File: src/rtl/bcd_scan_decoder_if.sv
// Frame-in / scanned-digit-out bus of bcd_scan_decoder.
// The master offers BCD frames; the slave returns the multiplexed digit decode.
interface bcd_scan_decoder_if #(
  parameter int DIGITS = 4
);
  logic                in_valid;
  logic                in_ready;
  logic [4*DIGITS-1:0] in_bcd;
  logic [9:0]          dec_out;
  logic [DIGITS-1:0]   dig_sel;
  logic                out_valid;
  logic                err;
  logic                done;

  modport master (
    output in_valid, in_bcd,
    input  in_ready, dec_out, dig_sel, out_valid, err, done
  );

  modport slave (
    input  in_valid, in_bcd,
    output in_ready, dec_out, dig_sel, out_valid, err, done
  );
endinterface

File: src/rtl/bcd_scan_decoder.sv
// Captures a packed BCD frame and scans its digits MSB-first onto a one-hot decode.
// Optional macro BCD_LEADING_ZERO_BLANK_EN blanks zero digits above the first non-zero digit.
module bcd_scan_decoder #(
  parameter int DIGITS   = 4,
  parameter int SCAN_DIV = 4
) (
  input logic               clk,
  input logic               rst_n,
  bcd_scan_decoder_if.slave bus
);

  localparam int IDX_W = (DIGITS > 1) ? $clog2(DIGITS) : 1;
  localparam int DIV_W = (SCAN_DIV > 1) ? $clog2(SCAN_DIV) : 1;
  localparam logic [IDX_W-1:0] IDX_TOP = IDX_W'(DIGITS - 1);
  localparam logic [DIV_W-1:0] DIV_TOP = DIV_W'(SCAN_DIV - 1);

  typedef enum logic [1:0] {IDLE, SCAN, DONE} state_t;

  state_t              r_state;
  state_t              w_state_nxt;
  logic [4*DIGITS-1:0] r_frame;
  logic [IDX_W-1:0]    r_idx;
  logic [DIV_W-1:0]    r_div;
  logic                r_drain;
  logic [9:0]          r_dec;
  logic [DIGITS-1:0]   r_sel;
  logic                r_out_valid;
  logic                r_err;
  logic                r_done;

  logic                w_accept;
  logic                w_presenting;
  logic                w_div_term;
  logic                w_last;
  logic                w_bad;
  logic                w_blank;
  logic [3:0]          w_digit;
  logic [9:0]          w_dec_raw;
  logic [DIGITS-1:0]   w_sel;

  // NOTE: state registers use non-blocking assignments so every flop samples pre-edge values.
  always_ff @(posedge clk or negedge rst_n) begin
    if (!rst_n) r_state <= IDLE;
    else        r_state <= w_state_nxt;
  end

  // NOTE: each always_comb output is given a default first so no path can infer a latch.
  always_comb begin
    w_state_nxt = r_state;
    case (r_state)
      IDLE:    if (bus.in_valid) w_state_nxt = SCAN;
      SCAN:    if (r_drain)      w_state_nxt = DONE;
      DONE:    w_state_nxt = IDLE;
      default: w_state_nxt = IDLE;
    endcase
  end

  // Outputs are registered from the counters, so SCAN lasts one extra drain cycle.
  assign w_accept     = (r_state == IDLE) && bus.in_valid;
  assign w_presenting = (r_state == SCAN) && !r_drain;
  assign w_div_term   = (r_div == DIV_TOP);
  assign w_last       = w_div_term && (r_idx == '0);
  assign w_digit      = r_frame[4*int'(r_idx) +: 4];
  assign w_bad        = (w_digit > 4'd9);

  always_comb begin
    w_dec_raw = '0;
    if (!w_bad) w_dec_raw[w_digit] = 1'b1;
  end

  always_comb begin
    w_sel        = '0;
    w_sel[r_idx] = 1'b1;
  end

`ifdef BCD_LEADING_ZERO_BLANK_EN
  // Blank when this digit and every digit above it are zero; digit 0 always shows.
  always_comb begin
    w_blank = (r_idx != '0);
    for (int i = 0; i < DIGITS; i++) begin
      if ((i >= int'(r_idx)) && (r_frame[4*i +: 4] != 4'd0)) w_blank = 1'b0;
    end
  end
`else
  assign w_blank = 1'b0;
`endif

  always_ff @(posedge clk or negedge rst_n) begin
    if (!rst_n) begin
      r_frame <= '0;
      r_idx   <= '0;
      r_div   <= '0;
      r_drain <= 1'b0;
    end else if (w_accept) begin
      r_frame <= bus.in_bcd;
      r_idx   <= IDX_TOP;
      r_div   <= '0;
      r_drain <= 1'b0;
    end else if (w_presenting) begin
      r_div <= w_div_term ? '0 : r_div + DIV_W'(1);
      if (w_div_term) r_idx <= (r_idx == '0) ? IDX_TOP : r_idx - IDX_W'(1);
      if (w_last)     r_drain <= 1'b1;
    end
  end

  always_ff @(posedge clk or negedge rst_n) begin
    if (!rst_n) begin
      r_out_valid <= 1'b0;
      r_sel       <= '0;
      r_dec       <= '0;
      r_done      <= 1'b0;
      r_err       <= 1'b0;
    end else begin
      r_out_valid <= w_presenting;
      r_sel       <= w_presenting ? w_sel : '0;
      r_dec       <= (w_presenting && !w_blank) ? w_dec_raw : '0;
      r_done      <= (r_state == SCAN) && r_drain;
      if (w_accept)                    r_err <= 1'b0;
      else if (w_presenting && w_bad)  r_err <= 1'b1;
    end
  end

  assign bus.in_ready  = (r_state == IDLE);
  assign bus.dec_out   = r_dec;
  assign bus.dig_sel   = r_sel;
  assign bus.out_valid = r_out_valid;
  assign bus.err       = r_err;
  assign bus.done      = r_done;

endmodule

File: src/flat_wrapper.sv
// flat-port wrapper written by rule: the top's interface ports become plain ports
module bcd_scan_decoder_flat 
#(
  parameter int DIGITS   = 4,
  parameter int SCAN_DIV = 4
)
  (clk, rst_n, bus_in_valid, bus_in_bcd, bus_in_ready, bus_dec_out, bus_dig_sel, bus_out_valid, bus_err, bus_done);
  bcd_scan_decoder_if #(.DIGITS(DIGITS)) bus_i ();
  input logic clk;
  input logic rst_n;
  input wire logic [$bits(bus_i.in_valid)-1:0] bus_in_valid;
  input wire logic [$bits(bus_i.in_bcd)-1:0] bus_in_bcd;
  output wire logic [$bits(bus_i.in_ready)-1:0] bus_in_ready;
  output wire logic [$bits(bus_i.dec_out)-1:0] bus_dec_out;
  output wire logic [$bits(bus_i.dig_sel)-1:0] bus_dig_sel;
  output wire logic [$bits(bus_i.out_valid)-1:0] bus_out_valid;
  output wire logic [$bits(bus_i.err)-1:0] bus_err;
  output wire logic [$bits(bus_i.done)-1:0] bus_done;
  assign bus_i.in_valid = bus_in_valid;
  assign bus_i.in_bcd = bus_in_bcd;
  assign bus_in_ready = bus_i.in_ready;
  assign bus_dec_out = bus_i.dec_out;
  assign bus_dig_sel = bus_i.dig_sel;
  assign bus_out_valid = bus_i.out_valid;
  assign bus_err = bus_i.err;
  assign bus_done = bus_i.done;
  bcd_scan_decoder #(.DIGITS(DIGITS), .SCAN_DIV(SCAN_DIV)) u_core (.clk(clk), .rst_n(rst_n), .bus(bus_i));
endmodule
File: config.mk
export PLATFORM = sky130hd
export DESIGN_NAME = bcd_scan_decoder_flat
export DESIGN_NICKNAME = d
export VERILOG_FILES = /design/src/rtl/bcd_scan_decoder_if.sv /design/src/rtl/bcd_scan_decoder.sv /design/src/flat_wrapper.sv
export SDC_FILE = /design/constraint.sdc
export NUM_CORES = 1
export LEC_CHECK = 0
export BUFFER_PORTS_ARGS = -buffer_cell sky130_fd_sc_hd__buf_2
export CAP_MARGIN = 10
export CORE_MARGIN = 2
export CORE_UTILIZATION = 40
export CTS_BUF_LIST = sky130_fd_sc_hd__clkbuf_4 sky130_fd_sc_hd__clkbuf_8 sky130_fd_sc_hd__clkbuf_16
export CTS_CLUSTER_SIZE = 24
export DETAILED_ROUTE_END_ITERATION = 10
export GPL_TIMING_DRIVEN = 0
export RECOVER_POWER = 50
export SYNTH_ARGS = -nofsm -noshare
export SYNTH_HDL_FRONTEND = slang
export SYNTH_SLANG_ARGS = --single-unit
File: constraint.sdc
create_clock -name clk -period 2.35 [get_ports clk]
set_clock_uncertainty 0.15 [all_clocks]
set_input_delay 0.47 -clock clk [delete_from_list [all_inputs] [get_ports clk]]
set_output_delay 0.47 -clock clk [all_outputs]
set_load 0.005 [all_outputs]
Word-level counts from Yosys, hierarchy flattened --
Cells that the tools add are included.
Operators by class: mux-type cells 22, reductions and logical operators 17, multiply operators 0, div/mod/pow operators 0, $add $sub $neg 2, $lt $le $gt $ge 5, bitwise logic cells 0, shift operators 1, equality and inequality tests 4
Operator list (count):
- 10-bit 2-to-1 mux | 2
- 2-bit 2-to-1 mux | 9
- 16-bit by 5-bit variable part select with 4-bit output | 1
- 2-bit nonzero test | 4
- 1-bit logical AND | 7
- 1-bit 2-to-1 mux | 7
- 2-bit AND reduction | 3
- 4-bit by 5-bit less-than comparator with 1-bit output (second input constant) | 1
- 1-bit demux with 4-bit select | 1
- 4-bit by 1-bit greater-or-equal comparator with 1-bit output (second input constant) | 1
- 4-bit > comparator (second input constant) | 1
- 2-bit zero test | 2
- 4-bit 2-to-1 mux | 1
- 2-bit case mux with 2 select lines | 1
- 2-bit by 3-bit less-than comparator with 1-bit output (second input constant) | 1
- 2-bit by 1-bit adder with 2-bit output (second input constant) | 1
- 1-bit demux with 2-bit select | 1
- 2-bit by 1-bit equality test with 1-bit output (second input constant) | 1
- 2-bit equality test (second input constant) | 1
- 2-bit by 1-bit greater-or-equal comparator with 1-bit output (second input constant) | 1
- 2-bit by 1-bit != test with 1-bit output (second input constant) | 1
- 2-bit != test (second input constant) | 1
- 2-bit by 1-bit subtractor with 2-bit output (second input constant) | 1
- 1-bit zero test | 1
Word-level totals: memories kept 0, bits in latches 0, memory bits (writable) 0, output and inout bits 18, bits in registers 40, input port bits 19, ROM bits 0

Depth between registers and ports, before layout --
word-level depth 7, mapped depth 5, mapped depth without buffers 4

Worst setup path after synthesis --
No wires, ideal clock.
kind reg2reg, start register u_core.r_idx[0], end register u_core.r_dec[9], in the netlist u_core.bus.dec_out[9], buffers on the path 1, period minus slack after synthesis 1.753 ns, arrival 1.529 ns, library setup time 0.073 ns, slack 0.597 ns, stages on the path, launching flop included 5, required time 2.127 ns, cells stage by stage dfrtp_1 -> buf_6 -> mux4_2 -> or3b_1 -> nor2_1
On the way: longest elaborated chain between the ends 7, elaborated cells between the ends (all ways) 9, those cells by class order compare: 3; shift: 1; mux: 4; reduce/logical: 1
RTL lines:
- start: declaration | line bcd_scan_decoder.sv:22 | logic [IDX_W-1:0] r_idx;
- start signal: assignment | line bcd_scan_decoder.sv:101 | if (w_div_term) r_idx <= (r_idx == '0) ? IDX_TOP : r_idx - IDX_W'(1);
- 16-bit by 5-bit variable part select with 4-bit output (*) | line bcd_scan_decoder.sv:63 | assign w_digit = r_frame[4*int'(r_idx) +: 4];
- 4-bit by 5-bit less-than comparator with 1-bit output (implied by the code) / 4-bit by 1-bit greater-or-equal comparator with 1-bit output (equally long branches) | line bcd_scan_decoder.sv:68 | if (!w_bad) w_dec_raw[w_digit] = 1'b1;
- 1-bit logical AND (implied by the code) | line bcd_scan_decoder.sv:68
- 1-bit 2-to-1 mux (implied by the code) | line bcd_scan_decoder.sv:68
- 1-bit demux with 4-bit select
- 10-bit 2-to-1 mux (*) | line bcd_scan_decoder.sv:68
- 10-bit 2-to-1 mux (*) | line bcd_scan_decoder.sv:116 | r_dec <= (w_presenting && !w_blank) ? w_dec_raw : '0;
- end signal: assignment | line bcd_scan_decoder.sv:116
- end: declaration | line bcd_scan_decoder.sv:25 | logic [9:0] r_dec;
Every way passes the cells marked *; elsewhere a longest branch is shown, timed or not. A chain may end at the register's enable or synchronous reset.

Final worst setup path --
Ends and elaborated chain as after synthesis.

==> reports/metrics.cfg <==
[worst_setup_path]
slowest_stage=mux4_2
crit_required_ns=2.42
max_stage_delay_ns=0.58
cp_cell_sequence=buf_6 > mux4_2 > or3b_1 > nor2_1
crit_type=reg2reg
crit_path_start_kind=flip-flop
r2r_slack_ns=0.49
cp_max_fo=7
end_kind=flip-flop
cp.arrival_ns=1.93

[floorplanning]
rows=23
core_area_mm2=0.00394
die_x_um=67.5
dieArea_mm2=0.00456
top_level_ports=37
start_util_pct=41.0
die_h_um=67.5

[synth]
yosysMostFrequentCell=dfrtp_1
synth_top_area_share_pct=62.0
ys_types=24
postSynthRegisterBits=40
synth_common_cells=dfrtp_1 (40), mux2_2 (16), nor3_1 (8)
netlist_area_mm2=0.00162
synthFlopType=dfrtp_1
synth_largest_area_cell=dfrtp_1
synth-seq-area-share_pct=62.0
yosysWarnings=0
syn_nets=139
synthTopCellsByArea=dfrtp_1 (62%), mux2_2 (11%), mux4_2 (5.6%), ha_1 (3.9%), nor3_1 (2.5%)
avgSynthCellArea_um2=14.0
syn_inst=115
synth-edff-count=0
async_reset_ff_share_pct=100

[layout]
design_area_mm2=0.00198
area.sequential_mm2=0.00100
multi_input_area_um2=573
area_growth_syn_to_layout_pct=22.9
fillers=361
diodes=0
nets=182
drive_gt1_share_pct=42.8
final_cell_count_no_fill=209

[pwr]
p_leak_nw=0.992
power.density_mw_per_mm2=1360
total_power_mw=2.70
ir_worst_vdd_mv=0.605

[clock_network]
cts_sinks=40
clock_latency_ns=0.29
numCtsBuffers=5
cts_setup_buffers=0
hold_buffers=0
max-clock-path-buffers=2
cts_tree=yes
root_buffer=clkbuf_8
ctsResizeCount=0
htreeDepth=2
clk_transition_reported_paths_ns=0.07

[global_route]
grt_pass1_vias=978
antenna_found_initial=0
grt_start_max_net_pins=41
grt_pass1_wl_mm=4.33
track_usage_pct=13.1
grt_overflow=0

[routing]
route.antenna.remaining_nets=0
first_pass_iters=4
routed-via-count=997
totalWireLength_mm=2.70
drcViolationCount=0
first_iter_violations=45
routedWlPerCell_um=12.9
vias_per_cell=4.77

[placed_design]
placed_cell_area_mm2=0.00186
dp_cells=201
place_congestion=0.804
port_buffers=36
hpwl_mm=1.99
pre_cts_ws_ns=0.391

[sta]
slew_violations=0
setup-violations-final=0
fmax_ghz=0.536
slew_headroom_pct=36.8
final.setup.tns_ns=0
finalCritPeriodShare_pct=79.4
rsz0062_at_grt=false
finalHoldViolations=0
timing.final.ws_setup_ns=0.485
worstMarginPinSlew_ns=0.948
post-route-min-period_ns=1.86

[hold_path]
hold_class=in2async

[flow_run]
maxCapViolCount=0

[status]
outcome=finished clean

==> stage by stage <==
stage / hold WS (ns) / util, %
floorplan: 0.0244 / -
CTS: 0.163 / 50.3
detailed placement: 0.344 / 47.1
global route: 0.241 / 50.3
finish: 0.171 / 50.3
global placement: 0.335 / 47.1
==> power breakdown <==
part / switching [mW] / internal, mW
sequential: 0.144 / 0.982
clock: 0.224 / 0.374
combinational: 0.476 / 0.502
total: 0.844 / 1.86
==> cells by family (layout without fill, tap and decap cells) <==
| kind of cell | after synthesis | count (layout) | share of synthesized area [%] |
|---|---|---|---|
| muxes | 21 | 21 | 17.4 |
| AOI/OAI and AO/OA | 8 | 8 | 2.71 |
| buffers and inverters | 9 | 53 | 2.56 |
| DFF | 40 | 40 | 62.0 |
| and+or+nand+nor | 32 | 32 | 11.5 |
| adders and majority gates | 5 | 5 | 3.87 |
==> cell usage in the layout (no fill, tap or decap), drive strengths merged, types with 2 or more instances in the layout <==
master and instances:
ha 5, inv 5, and2 4, or2 2, nand2b 2, clkbuf 11
nor3 8, o21ai 4, buf 36, a21oi 2, mux2 16, nor2 6
and3b 2, mux4 4, dfrtp 40, nor3b 2, nand2 3
==> final timing paths <==
| path | start | end | cells after the start |
|---|---|---|---|
| setup / recovery | u_core.r_idx[0]$_DFFE_PN0P_ | u_core.bus.dec_out[9]$_DFF_PN0_ | 4 |
| hold / removal | rst_n | u_core.r_drain$_DFFE_PN0P_ | 1 |
| setup reg to reg | u_core.r_idx[0]$_DFFE_PN0P_ | u_core.bus.dec_out[9]$_DFF_PN0_ | 4 |
| hold reg to reg | u_core.r_frame[8]$_DFFE_PN0P_ | u_core.r_frame[8]$_DFFE_PN0P_ | 1 |
| max in group asynchronous | rst_n | u_core.r_frame[11]$_DFFE_PN0P_ | 1 |
| min in group clk | bus_in_bcd[8] | u_core.r_frame[8]$_DFFE_PN0P_ | 2 |
==> layer usage <==
layer	track usage (%)	vias to the layer above	part of all wire, %
li1	-	487	-
met1	15.2	470	43
met2	21.2	32	47
met3	4.50	8	7.7
met4	6.89	0	2.3
met5	0	-	0
==> state kept, by name, summed over array words and instances (netlist names) <==
register / flops
u_core.bus.done: 1
u_core.bus.dec_out: 10
u_core.r_state: 2
u_core.bus.out_valid: 1
u_core.r_frame: 16
u_core.bus.err: 1
u_core.bus.dig_sel: 4
u_core.r_drain: 1
u_core.r_idx: 2
u_core.r_div: 2
==> worst max-delay path, delay by kind of cell, from the launching register on <==
family	cells	cell delay [ns]
multiplexers	1	0.58
flip-flops	1	0.40
buffers and inverters	1	0.16
AND/OR/NAND/NOR	2	0.51
==> final cells by class <==
type,instances,share of cell area [%]
Clock inverter,1,1.51
Buffer,4,1.13
Inverter,5,0.946
Tap cell,50,3.15
Sequential cell,40,50.4
Timing Repair Buffer,36,9.08
Multi-Input combinational cell,66,28.9
Clock buffer,7,4.85
Note: power is estimated with default switching activity, not from simulation.
